===== config.mk =====
export PLATFORM = sky130hd
export DESIGN_NAME = serial_add_ctrl_flat
export DESIGN_NICKNAME = d
export VERILOG_FILES = /design/src/rtl/serial_add_ctrl_if.sv /design/src/rtl/serial_add_ctrl.sv /design/src/flat_wrapper.sv
export SDC_FILE = /design/constraint.sdc
export NUM_CORES = 1
export LEC_CHECK = 0
export CORE_UTILIZATION = 45
export CTS_CLUSTER_DIAMETER = 200
export DETAILED_ROUTE_END_ITERATION = 16
export PLACE_DENSITY = 0.8
export SLEW_MARGIN = 25
export SYNTH_ARGS = -nofsm -noshare
export SYNTH_HDL_FRONTEND = slang
export SYNTH_SLANG_ARGS = --single-unit

===== constraint.sdc =====
create_clock -name clk_i -period 4.8 [get_ports clk_i]
set_input_delay 1.2 -clock clk_i [delete_from_list [all_inputs] [get_ports clk_i]]
set_output_delay 1.2 -clock clk_i [all_outputs]
set_load 0.1 [all_outputs]

===== src/rtl/serial_add_ctrl_if.sv =====
// serial_add_ctrl_if: operand request and result handshake bundle for the byte-serial adder
interface serial_add_ctrl_if #(parameter int NBYTES = 16);
    localparam int W = 8 * NBYTES;
    logic         in_valid_i;
    logic         in_ready_o;
    logic [W-1:0] a_i;
    logic [W-1:0] b_i;
    logic         cin_i;
    logic         out_valid_o;
    logic         out_ready_i;
    logic [W-1:0] sum_o;
    logic         cout_o;
    modport slave (
        input  in_valid_i, a_i, b_i, cin_i, out_ready_i,
        output in_ready_o, out_valid_o, sum_o, cout_o
    );
    modport master (
        output in_valid_i, a_i, b_i, cin_i, out_ready_i,
        input  in_ready_o, out_valid_o, sum_o, cout_o
    );
endinterface


===== src/rtl/serial_add_ctrl.sv =====
// serial_add_ctrl: wide add done one byte per cycle through a single 8-bit adder slice
module adder_8bit (
    input  logic [7:0] a,
    input  logic [7:0] b,
    output logic [8:0] s
);
    assign s = {1'b0, a} + {1'b0, b};
endmodule

module serial_add_ctrl #(
    parameter int NBYTES = 16
) (
    input  logic             clk_i,
    input  logic             rst_ni,
    serial_add_ctrl_if.slave bus
);
    localparam int W  = 8 * NBYTES;
    localparam int CW = $clog2(NBYTES);

    typedef enum logic [1:0] {IDLE, RUN, DONE} state_t;

    state_t        state;
    logic [W-1:0]  a_q;
    logic [W-1:0]  b_q;
    logic [W-1:0]  res_q;
    logic [CW-1:0] cnt;
    logic          carry;
    logic          cout_q;
    logic          in_ready_q;
    logic          out_valid_q;
    logic [8:0]    s1;
    logic [8:0]    s2;
    logic          carry_next;

    // The slice adds the low operand bytes, then folds in the carry kept from the previous slice.
    adder_8bit u_s1 (.a(a_q[7:0]), .b(b_q[7:0]), .s(s1));
    adder_8bit u_s2 (.a(s1[7:0]), .b({7'b0, carry}), .s(s2));

    assign carry_next      = s1[8] | s2[8];
    assign bus.in_ready_o  = in_ready_q;
    assign bus.out_valid_o = out_valid_q;
    assign bus.sum_o       = res_q;
    assign bus.cout_o      = cout_q;

    // Accept operands, ripple one byte per cycle, then hold the result until it is taken.
    always_ff @(posedge clk_i or negedge rst_ni) begin
        if (!rst_ni) begin
            state       <= IDLE;
            a_q         <= '0;
            b_q         <= '0;
            res_q       <= '0;
            cnt         <= '0;
            carry       <= 1'b0;
            cout_q      <= 1'b0;
            in_ready_q  <= 1'b1;
            out_valid_q <= 1'b0;
        end else begin
            case (state)
                IDLE: if (bus.in_valid_i) begin
                    a_q        <= bus.a_i;
                    b_q        <= bus.b_i;
                    carry      <= bus.cin_i;
                    cnt        <= '0;
                    in_ready_q <= 1'b0;
                    state      <= RUN;
                end
                RUN: begin
                    a_q   <= a_q >> 8;
                    b_q   <= b_q >> 8;
                    res_q <= {s2[7:0], res_q[W-1:8]};
                    carry <= carry_next;
                    if (cnt == CW'(NBYTES - 1)) begin
                        cnt         <= '0;
                        cout_q      <= carry_next;
                        out_valid_q <= 1'b1;
                        state       <= DONE;
                    end else begin
                        cnt <= cnt + 1'b1;
                    end
                end
                DONE: if (bus.out_ready_i) begin
                    out_valid_q <= 1'b0;
                    in_ready_q  <= 1'b1;
                    state       <= IDLE;
                end
                default: state <= IDLE;
            endcase
        end
    end
endmodule


===== src/flat_wrapper.sv =====
// flat-port wrapper written by rule: the top's interface ports become plain ports
module serial_add_ctrl_flat 
#(
    parameter int NBYTES = 16
)
  (clk_i, rst_ni, bus_in_valid_i, bus_a_i, bus_b_i, bus_cin_i, bus_out_ready_i, bus_in_ready_o, bus_out_valid_o, bus_sum_o, bus_cout_o);
  serial_add_ctrl_if #(.NBYTES(NBYTES)) bus_i ();
  input  logic clk_i;
  input  logic rst_ni;
  input wire logic [$bits(bus_i.in_valid_i)-1:0] bus_in_valid_i;
  input wire logic [$bits(bus_i.a_i)-1:0] bus_a_i;
  input wire logic [$bits(bus_i.b_i)-1:0] bus_b_i;
  input wire logic [$bits(bus_i.cin_i)-1:0] bus_cin_i;
  input wire logic [$bits(bus_i.out_ready_i)-1:0] bus_out_ready_i;
  output wire logic [$bits(bus_i.in_ready_o)-1:0] bus_in_ready_o;
  output wire logic [$bits(bus_i.out_valid_o)-1:0] bus_out_valid_o;
  output wire logic [$bits(bus_i.sum_o)-1:0] bus_sum_o;
  output wire logic [$bits(bus_i.cout_o)-1:0] bus_cout_o;
  assign bus_i.in_valid_i = bus_in_valid_i;
  assign bus_i.a_i = bus_a_i;
  assign bus_i.b_i = bus_b_i;
  assign bus_i.cin_i = bus_cin_i;
  assign bus_i.out_ready_i = bus_out_ready_i;
  assign bus_in_ready_o = bus_i.in_ready_o;
  assign bus_out_valid_o = bus_i.out_valid_o;
  assign bus_sum_o = bus_i.sum_o;
  assign bus_cout_o = bus_i.cout_o;
  serial_add_ctrl #(.NBYTES(NBYTES)) u_core (.clk_i(clk_i), .rst_ni(rst_ni), .bus(bus_i));
endmodule

==> results of run 1 <==
[cell families (layout without fill, tap and decap cells)]
group,count (synthesis),in the layout,synth area share (%)
mux,241,241,14.1
fa+ha+maj,12,12,0.921
other cells,0,5,0
flops,394,394,57.6
simple gates,656,656,14.8
buf+inv,119,498,3.08
compound gates,293,293,9.18
xor+xnor,7,7,0.358
[worst paths after layout]
path	startpoint	end
max in group asynchronous	rst_ni	u_core.bus.sum_o[65]
setup reg to reg	u_core.b_q[0]	u_core.bus.cout_o
min in group asynchronous	rst_ni	u_core.bus.sum_o[23]
hold reg to reg	u_core.cnt[3]	u_core.cnt[3]
setup / recovery	u_core.bus.in_ready_o	bus_in_ready_o
hold / removal	u_core.cnt[3]	u_core.cnt[3]
[layout by cell type, fill, tap and decap left out, types with 12 or more instances in the layout]
cell type	synthesis	routed
a22o_1	18	18
buf_4	0	12
clkbuf_16	0	43
clkdlybuf4s50_1	0	389
dfrtp_1	393	393
mux2i_1	241	241
nand2_1	621	621
nor2_1	15	14
o21ai_1	249	249
[Yosys cell counts, types with 2 or more instances]
master    instances
buf_1             2
nand3_1           2
a21o_1            3
nor2_1           15
nand4_1           4
o21ai_1         249
inv_1             5
a22o_1           18
a31oi_1           3
a21oi_1           9
or2_1             3
buf_2            65
o211ai_1          2
o21ai_0           2
dfrtp_1         393
clkbuf_1         46
ha_1             11
xnor2_1           6
a31o_1            2
mux2i_1         241
nand2_1         621
[flip-flops by register name, indices dropped and copies added (netlist names)]
name and count:
u_core.state 2, u_core.carry 1, u_core.cnt 4, u_core.b_q 128
u_core.bus.out_valid_o 1, u_core.a_q 128, u_core.bus.in_ready_o 1, u_core.bus.cout_o 1
u_core.bus.sum_o 128
[report_power, final]
group	internal [mW]	total (mW)	switching, mW	leakage [nW]
Sequential	4.80	5.79	0.991	4.96
Combinational	2.56	8.61	6.05	4.31
Clock	1.99	3.31	1.32	0.697
[layout make-up]
class                           count  area, um2  share of cell area (%)
Inverter                            6       22.5                  0.0982
Tap cell                          511        639                    2.79
Antenna cell                        5       12.5                  0.0545
Timing Repair Buffer              414       4220                    18.4
Clock inverter                     16        189                   0.824
Clock buffer                       62       1230                    5.35
Multi-Input combinational cell   1209       6760                    29.5
Sequential cell                   394       9860                    43.0
[per-stage QoR]
| stage | hold WS [ns] | cells | utilization (%) | setup WS, ns | power (mW) |
|---|---|---|---|---|---|
| floorplan | 0.442 | 1722 | - | 2.41 | 12.1 |
| global placement | 0.456 | 2534 | 57.3 | 1.71 | 14.2 |
| detailed placement | 0.467 | 2534 | 57.2 | 1.63 | 14.5 |
| CTS | 0.478 | 2612 | 61.0 | 1.31 | 17.9 |
| global route | 0.499 | 2616 | 61.0 | 1.29 | 18.7 |
| finish | 0.473 | 2617 | 61.0 | 1.35 | 17.7 |
[layer usage]
layer / routed length (um) / part of all wire (%) / GRT usage [%] / up-vias
li1: - / - / - / 6447
met5: 0 / 0 / 0 / -
met3: 3210 / 7.3 / 5.65 / 75
met2: 21700 / 49 / 38.9 / 440
met1: 17400 / 40 / 27.4 / 6298
met4: 1540 / 3.5 / 9.91 / 0
==> flow_metrics.py, run 1 <==
metrics = {
    "critical_path": {
        "critPathLaunchType": "flip-flop",
        "critical_path_required_ns": 3.60,
        "cp.depth": 1,
        "worstPathMaxFanout": 3,
        "crit_slowest_cell": "clkdlybuf4s50_1",
        "max_stage_delay_ns": 1.16,
        "endpoint_kind": "output pin",
        "worst_path_dominant_cell_family": "buffers and inverters",
        "cp_cell_sequence": "clkdlybuf4s50_1",
        "reg2reg_depth": 9,
        "r2r_slack_ns": 2.39,
        "arrival_ns": 2.25,
        "crit_type": "reg2out",
        "worst-path-buf-inv": 1,
    },
    "power": {
        "leakage_nw": 9.97,
        "powerDensity_nw_per_um2": 772,
        "ir_drop_v": 0.000288,
    },
    "floorplanning": {
        "start_util_pct": 45.6,
        "die_x_um": 197,
        "die-height_um": 197,
        "io_pins": 392,
        "coreArea_um2": 37600,
        "rows": 71,
        "die-area_um2": 38800,
    },
    "final_layout": {
        "fin_nets": 2341,
        "syn_to_final_growth_pct": 33.9,
        "fillers": 3100,
        "final_area_um2": 22900,
        "layout-drive-gt1-share_pct": 4.81,
    },
    "cts": {
        "h-tree-depth": 2,
        "clockBufferDepth": 3,
        "cts_tree": "done",
        "cts_resized": 0,
        "clk_latency_ns": 0.55,
        "postCtsSetupBuffers": 0,
        "clock_sinks": 394,
        "clockRootBuffer": "clkbuf_16",
        "holdBufCountCts": 0,
        "clk_pin_slew_ns": 0.06,
        "cts_buffers": 43,
    },
    "logic_synthesis": {
        "synthArstFlopShare_pct": 100,
        "ys_seq_area_share_pct": 57.6,
        "syn-num-nets": 1995,
        "synth_area_um2": 17100,
        "synth_top_area_share_pct": 57.4,
        "synth_edf_count": 0,
        "syn_avg_cell_area_um2": 9.94,
        "ys.flop_type": "dfrtp_1",
        "yosys.area.top_type": "dfrtp_1",
        "ys_warn_count": 0,
        "netlist_top_cells_area": "dfrtp_1 57%, mux2i_1 14%, nand2_1 14%",
        "synthDistinctLibCells": 41,
        "ys_ff_latch": 394,
        "synthCells": 1722,
    },
    "global_routing": {
        "grt_first_pass_wirelength_um": 69600,
        "grt_max_degree": 147,
        "grt_usage_pct": 22.8,
        "antenna_found_initial": 4,
        "grt-ovfl-total": 0,
        "grt_pass1_vias": 13300,
    },
    "sta": {
        "clock.fmax_mhz": 290,
        "finalCritPeriodShare_pct": 71.8,
        "slew_viol_final": 0,
        "skew_ns": 0.0100,
        "fin_tns_setup_ns": 0,
        "rsz0062_at_grt": "no",
        "hold_viol": 0,
        "setup_viol": 0,
        "worst_pin_slew_ns": 1.04,
        "slew_headroom_pct": 30.7,
        "fin_crit_ns": 3.45,
    },
    "detailed_routing": {
        "drtPass1Iterations": 5,
        "vias": 13300,
        "wl_per_cell_um": 16.8,
        "drtIter0Drc": 675,
        "post-route-drc-count": 0,
        "wirelength_um": 43900,
        "viasPerCell": 5.07,
        "ant_nets": 0,
    },
    "place": {
        "detailed_place_hpwl_um": 31200,
        "io_buffers": 391,
        "placed_cell_area_um2": 21500,
        "gp_congestion": 0.822,
    },
    "hold_path": {
        "hold_class": "reg2reg",
        "min_path_cells": 1,
    },
    "job": {
        "max-cap-violations": 0,
    },
    "run_status": {
        "outcome": "complete, no violations",
    },
}
No activity file was read; power rests on OpenSTA's default activity.
==> run 2, diff against run 1 <==
Settings changed: PLACE_DENSITY 0.8 to 0.83.
Clock period 4.8 ns to 3 ns, I/O delays scaled along.
==> flow_metrics.py, run 2 (synthesized netlist as in run 1, its figures left out) <==
metrics = {
    "run_status": {
        "outcome": "complete, no violations",
    },
    "hold_path": {
        "hold_class": "in2async",
    },
    "floorplanning": {
        "io_pins": 392,
        "die_x_um": 197,
        "rows": 71,
        "die-height_um": 197,
        "start_util_pct": 45.6,
        "coreArea_um2": 37600,
        "die-area_um2": 38800,
    },
    "sta": {
        "slew_viol_final": 0,
        "finalCritPeriodShare_pct": 81.0,
        "fin_crit_ns": 2.43,
        "rsz0062_at_grt": "no",
        "skew_ns": 0.0153,
        "slew_headroom_pct": 44.6,
        "fin_tns_setup_ns": 0,
        "clock.fmax_mhz": 412,
        "worst_pin_slew_ns": 0.829,
        "setup_viol": 0,
        "hold_slack_ns": 0.160,
        "hold_viol": 0,
    },
    "cts": {
        "cts_buffers": 43,
        "holdBufCountCts": 0,
        "cts_tree": "done",
        "cts_resized": 0,
        "clk_latency_ns": 0.55,
        "clockRootBuffer": "clkbuf_16",
        "h-tree-depth": 2,
        "clock_sinks": 394,
        "clk_pin_slew_ns": 0.05,
        "clockBufferDepth": 3,
        "postCtsSetupBuffers": 0,
    },
    "detailed_routing": {
        "ant_nets": 0,
        "drtPass1Iterations": 5,
        "drtIter0Drc": 694,
        "wl_per_cell_um": 16.8,
        "post-route-drc-count": 0,
        "vias": 13500,
        "viasPerCell": 5.13,
        "wirelength_um": 44200,
    },
    "global_routing": {
        "grt_pass1_vias": 13500,
        "grt-ovfl-total": 0,
        "grt_first_pass_wirelength_um": 69900,
        "grt_max_degree": 112,
        "grt_usage_pct": 22.9,
        "antenna_found_initial": 7,
    },
    "final_layout": {
        "final_cell_mix": "621 x nand2_1, 393 x dfrtp_1, 259 x clkdlybuf4s50_1, 249 x o21ai_1, 241 x mux2i_1",
        "final_common_cell": "nand2_1",
        "syn_to_final_growth_pct": 32.8,
        "final_area_um2": 22700,
        "layout-drive-gt1-share_pct": 11.4,
        "fin_nets": 2355,
        "final_util_pct": 60.5,
    },
    "critical_path": {
        "r2r_slack_ns": 0.57,
        "worstPathMaxFanout": 3,
        "crit_type": "reg2reg",
        "endpoint_kind": "flip-flop",
        "reg2reg_depth": 9,
        "critical_path_required_ns": 3.46,
        "timing.rr.end": "u_core.bus.cout_o",
        "arrival_ns": 2.89,
        "critPathLaunchType": "flip-flop",
        "r2r-start": "u_core.a_q[0]",
    },
    "place": {
        "io_buffers": 391,
        "detailed_place_hpwl_um": 32200,
        "gp_congestion": 0.838,
        "placed_cell_area_um2": 21400,
    },
    "power": {
        "ir_drop_v": 0.000465,
        "leakage_nw": 10.2,
        "p_total_mw": 28.0,
        "powerDensity_nw_per_um2": 1230,
    },
    "job": {
        "max-cap-violations": 0,
    },
}
## run 2: cell types whose count changed in the layout (fill, tap and decap cells not counted), sizes merged
cell | previous run | this run
bufinv | 4 | 3
clkinvlp | 2 | 1
diode | 5 | 7
buf | 25 | 169
clkdlybuf4s50 | 389 | 259
clkinv | 9 | 6
## run 2: final cells by class
type / count / area [um2]
sequential: 394 / 9860
clock inverter: 11 / 136
fill: 3047 / 14800
multi-input combinational: 1209 / 6760
clock buffer: 62 / 1230
timing repair buffer: 428 / 4080
inverter: 6 / 22.5
antenna: 7 / 17.5
tap: 511 / 639
## run 2: worst max path at each step
stage,endpoint,slack [ns],cells after the start,start
floorplan,u_core.bus.cout_o,0.92,7,u_core.b_q[4]
global placement,u_core.a_q[11],0.65,6,bus_in_valid_i
detailed placement,u_core.a_q[63],0.58,6,bus_in_valid_i
CTS,u_core.bus.cout_o,0.58,9,u_core.a_q[0]
global route,u_core.bus.cout_o,0.32,9,u_core.a_q[0]
finish,u_core.bus.cout_o,0.57,9,u_core.a_q[0]
## run 2: critical path, cell delays in order (launching register included)
cell and delay [ns]:
dfrtp_1 0.37, ha_1 0.18, inv_1 0.06, fa_1 0.40
nor2b_1 0.18, or2_1 0.14, a211oi_1 0.10, nor4_1 0.46
nand4_1 0.24, a31oi_1 0.21
## run 2: through the flow
stage / setup WS [ns] / instances
after floorplan: 0.918 / 1722
after global placement: 0.651 / 2548
after detailed placement: 0.583 / 2548
after CTS: 0.578 / 2621
after global routing: 0.319 / 2627
final: 0.571 / 2628
## run 2: per-layer routing
layer | global-route usage, % | vias to the layer above | part of all wire, %
li1 | - | 6474 | -
met1 | 26.1 | 6465 | 38
met2 | 39.9 | 436 | 50
met3 | 6.11 | 95 | 7.5
met4 | 10.7 | 2 | 3.7
met5 | 0 | - | 0.027
## run 2: report_power, final
| group | switching (mW) | internal (mW) | total (mW) |
|---|---|---|---|
| clock | 2.05 | 3.08 | 5.13 |
| combinational | 9.70 | 3.93 | 13.6 |
| sequential | 1.60 | 7.68 | 9.29 |
| total | 13.4 | 14.7 | 28.0 |
==> run 3, diff against run 2 <==
Settings changed: PLACE_DENSITY 0.83 to 0.8.
Clock period 3 ns to 2.46 ns, I/O delays scaled along.
==> flow_metrics.py, run 3 (synthesized netlist as in run 1, its figures left out) <==
metrics = {
    "run_status": {
        "outcome": "complete, no violations",
    },
    "global_routing": {
        "grt_usage_pct": 23.2,
        "grt_max_degree": 88,
        "grt_first_pass_wirelength_um": 70800,
        "grt_pass1_vias": 13600,
        "grt-ovfl-total": 0,
        "antenna_found_initial": 6,
    },
    "critical_path": {
        "crit_type": "reg2reg",
        "arrival_ns": 2.74,
        "crit_slowest_cell": "fa_1",
        "max_stage_delay_ns": 0.41,
        "endpoint_kind": "flip-flop",
        "worstPathMaxFanout": 3,
        "critPathLaunchType": "flip-flop",
        "critical_path_required_ns": 2.87,
        "cp_cell_sequence": "ha_1, inv_1, fa_1, xnor2_1, nand3_1, nor4_4, a31o_2, a31oi_1",
    },
    "cts": {
        "clockBufferDepth": 3,
        "h-tree-depth": 2,
        "clk_latency_ns": 0.56,
        "cts_buffers": 43,
        "clk_pin_slew_ns": 0.06,
        "cts_tree": "done",
        "postCtsSetupBuffers": 0,
        "clock_sinks": 394,
        "clockRootBuffer": "clkbuf_16",
    },
    "sta": {
        "fin_tns_setup_ns": 0,
        "fin_crit_ns": 2.33,
        "hold_slack_ns": 0.483,
        "slew_viol_final": 0,
        "skew_ns": 0.0151,
        "finalCritPeriodShare_pct": 94.5,
        "clock.fmax_mhz": 430,
        "worst_pin_slew_ns": 0.516,
        "slew_headroom_pct": 65.5,
        "setup_viol": 0,
        "hold_viol": 0,
    },
    "power": {
        "ir_drop_v": 0.000593,
        "p_sw_share_pct": 47.9,
        "powerDensity_nw_per_um2": 1500,
        "clkPwrFrac_pct": 18.5,
        "netSwitchingPower_mw": 16.5,
        "pwr-share-comb_pct": 48.7,
        "seq_power_share_pct": 32.8,
        "leakage_nw": 10.3,
        "power.internal_mw": 18.0,
    },
    "detailed_routing": {
        "wl_per_cell_um": 16.8,
        "viasPerCell": 5.09,
        "ant_nets": 0,
        "drtPass1Iterations": 5,
        "vias": 13400,
        "wirelength_um": 44400,
        "drtIter0Drc": 473,
        "post-route-drc-count": 0,
    },
    "final_layout": {
        "syn_to_final_growth_pct": 34.1,
        "fin_nets": 2362,
        "final_cell_count_no_fill": 2636,
        "layout-drive-gt1-share_pct": 12.1,
        "final_cell_mix": "621 x nand2_1, 393 x dfrtp_1, 259 x clkdlybuf4s50_1, 249 x o21ai_1, 241 x mux2i_1",
        "fillers": 3060,
        "final_common_cell": "nand2_1",
    },
    "place": {
        "detailed_place_hpwl_um": 32000,
        "io_buffers": 391,
        "gp_congestion": 0.807,
        "dpl.cell_count": 2554,
    },
    "floorplanning": {
        "die-area_um2": 38800,
        "die-height_um": 197,
        "rows": 71,
        "io_pins": 392,
        "start_util_pct": 45.6,
        "die_x_um": 197,
        "coreArea_um2": 37600,
    },
    "hold_path": {
        "hold_class": "reg2reg",
    },
    "job": {
        "max-cap-violations": 0,
    },
}
-- run 3: final cells by class --
class | count | area, um2 | area share (%)
sequential | 394 | 9860 | 43.0
multi-input combinational | 1209 | 6790 | 29.6
timing repair buffer | 435 | 4250 | 18.5
clock buffer | 57 | 1200 | 5.22
tap | 511 | 639 | 2.78
clock inverter | 19 | 188 | 0.817
inverter | 6 | 22.5 | 0.0981
antenna | 5 | 12.5 | 0.0545
-- run 3: power groups by stage --
stage,Combinational [mW],Sequential [mW],Clock (mW)
final,16.8,11.3,6.39
after detailed placement,16.8,11.4,0
after global routing,18.1,11.7,6.79
after CTS,16.9,11.3,6.51
after floorplan,6.24,17.5,0
after global placement,16.4,11.2,0
-- run 3: repair_timing --
action                                  4_1_cts  5_1_grt
gates resized for setup                       0        4
hold endpoints to repair                      7        0
hold buffers                                  1        0
endpoints found under the setup margin        0        4
-- run 3: path summary, 6_finish.rpt --
check                                        end  depth (start not counted)  slack, ns           start
setup / recovery           u_core.bus.sum_o[127]                          8       0.13   u_core.b_q[0]
hold / removal                    u_core.a_q[10]                          2       0.48  u_core.a_q[10]
setup reg to reg           u_core.bus.sum_o[127]                          8       0.13   u_core.b_q[0]
hold reg to reg                   u_core.a_q[10]                          2       0.48  u_core.a_q[10]
max in group asynchronous   u_core.bus.sum_o[84]                          3       1.11          rst_ni
min in group asynchronous    u_core.bus.sum_o[0]                          2       0.59          rst_ni
-- run 3: critical path, delay by kind of cell, from the launching register on --
kind	cells	cell delay [ns]
and+or+nand+nor	2	0.61
adders and majority gates	2	0.58
DFF	1	0.35
xor gates and xnor gates	1	0.29
AOI/OAI and AO/OA	2	0.29
buffers and inverters	1	0.06
-- run 3: through the flow --
stage	util [%]	total power, mW	setup WS (ns)	cell area, um2
6_report	61.1	34.5	0.135	23000
5_1_grt	61.1	36.5	-0.0497	23000
4_1_cts	61.0	34.7	0.142	22900
3_5_place_dp	57.3	28.2	0.161	21500
3_3_place_gp	57.3	27.7	0.261	21500
2_1_floorplan	-	23.7	0.378	17100
-- run 3: routing by layer --
metal  track usage (%)  wire length [um]
met4              8.41              1410
met2              39.9             21900
met1              27.5             17600
met5                 0                11
met3              6.64              3400
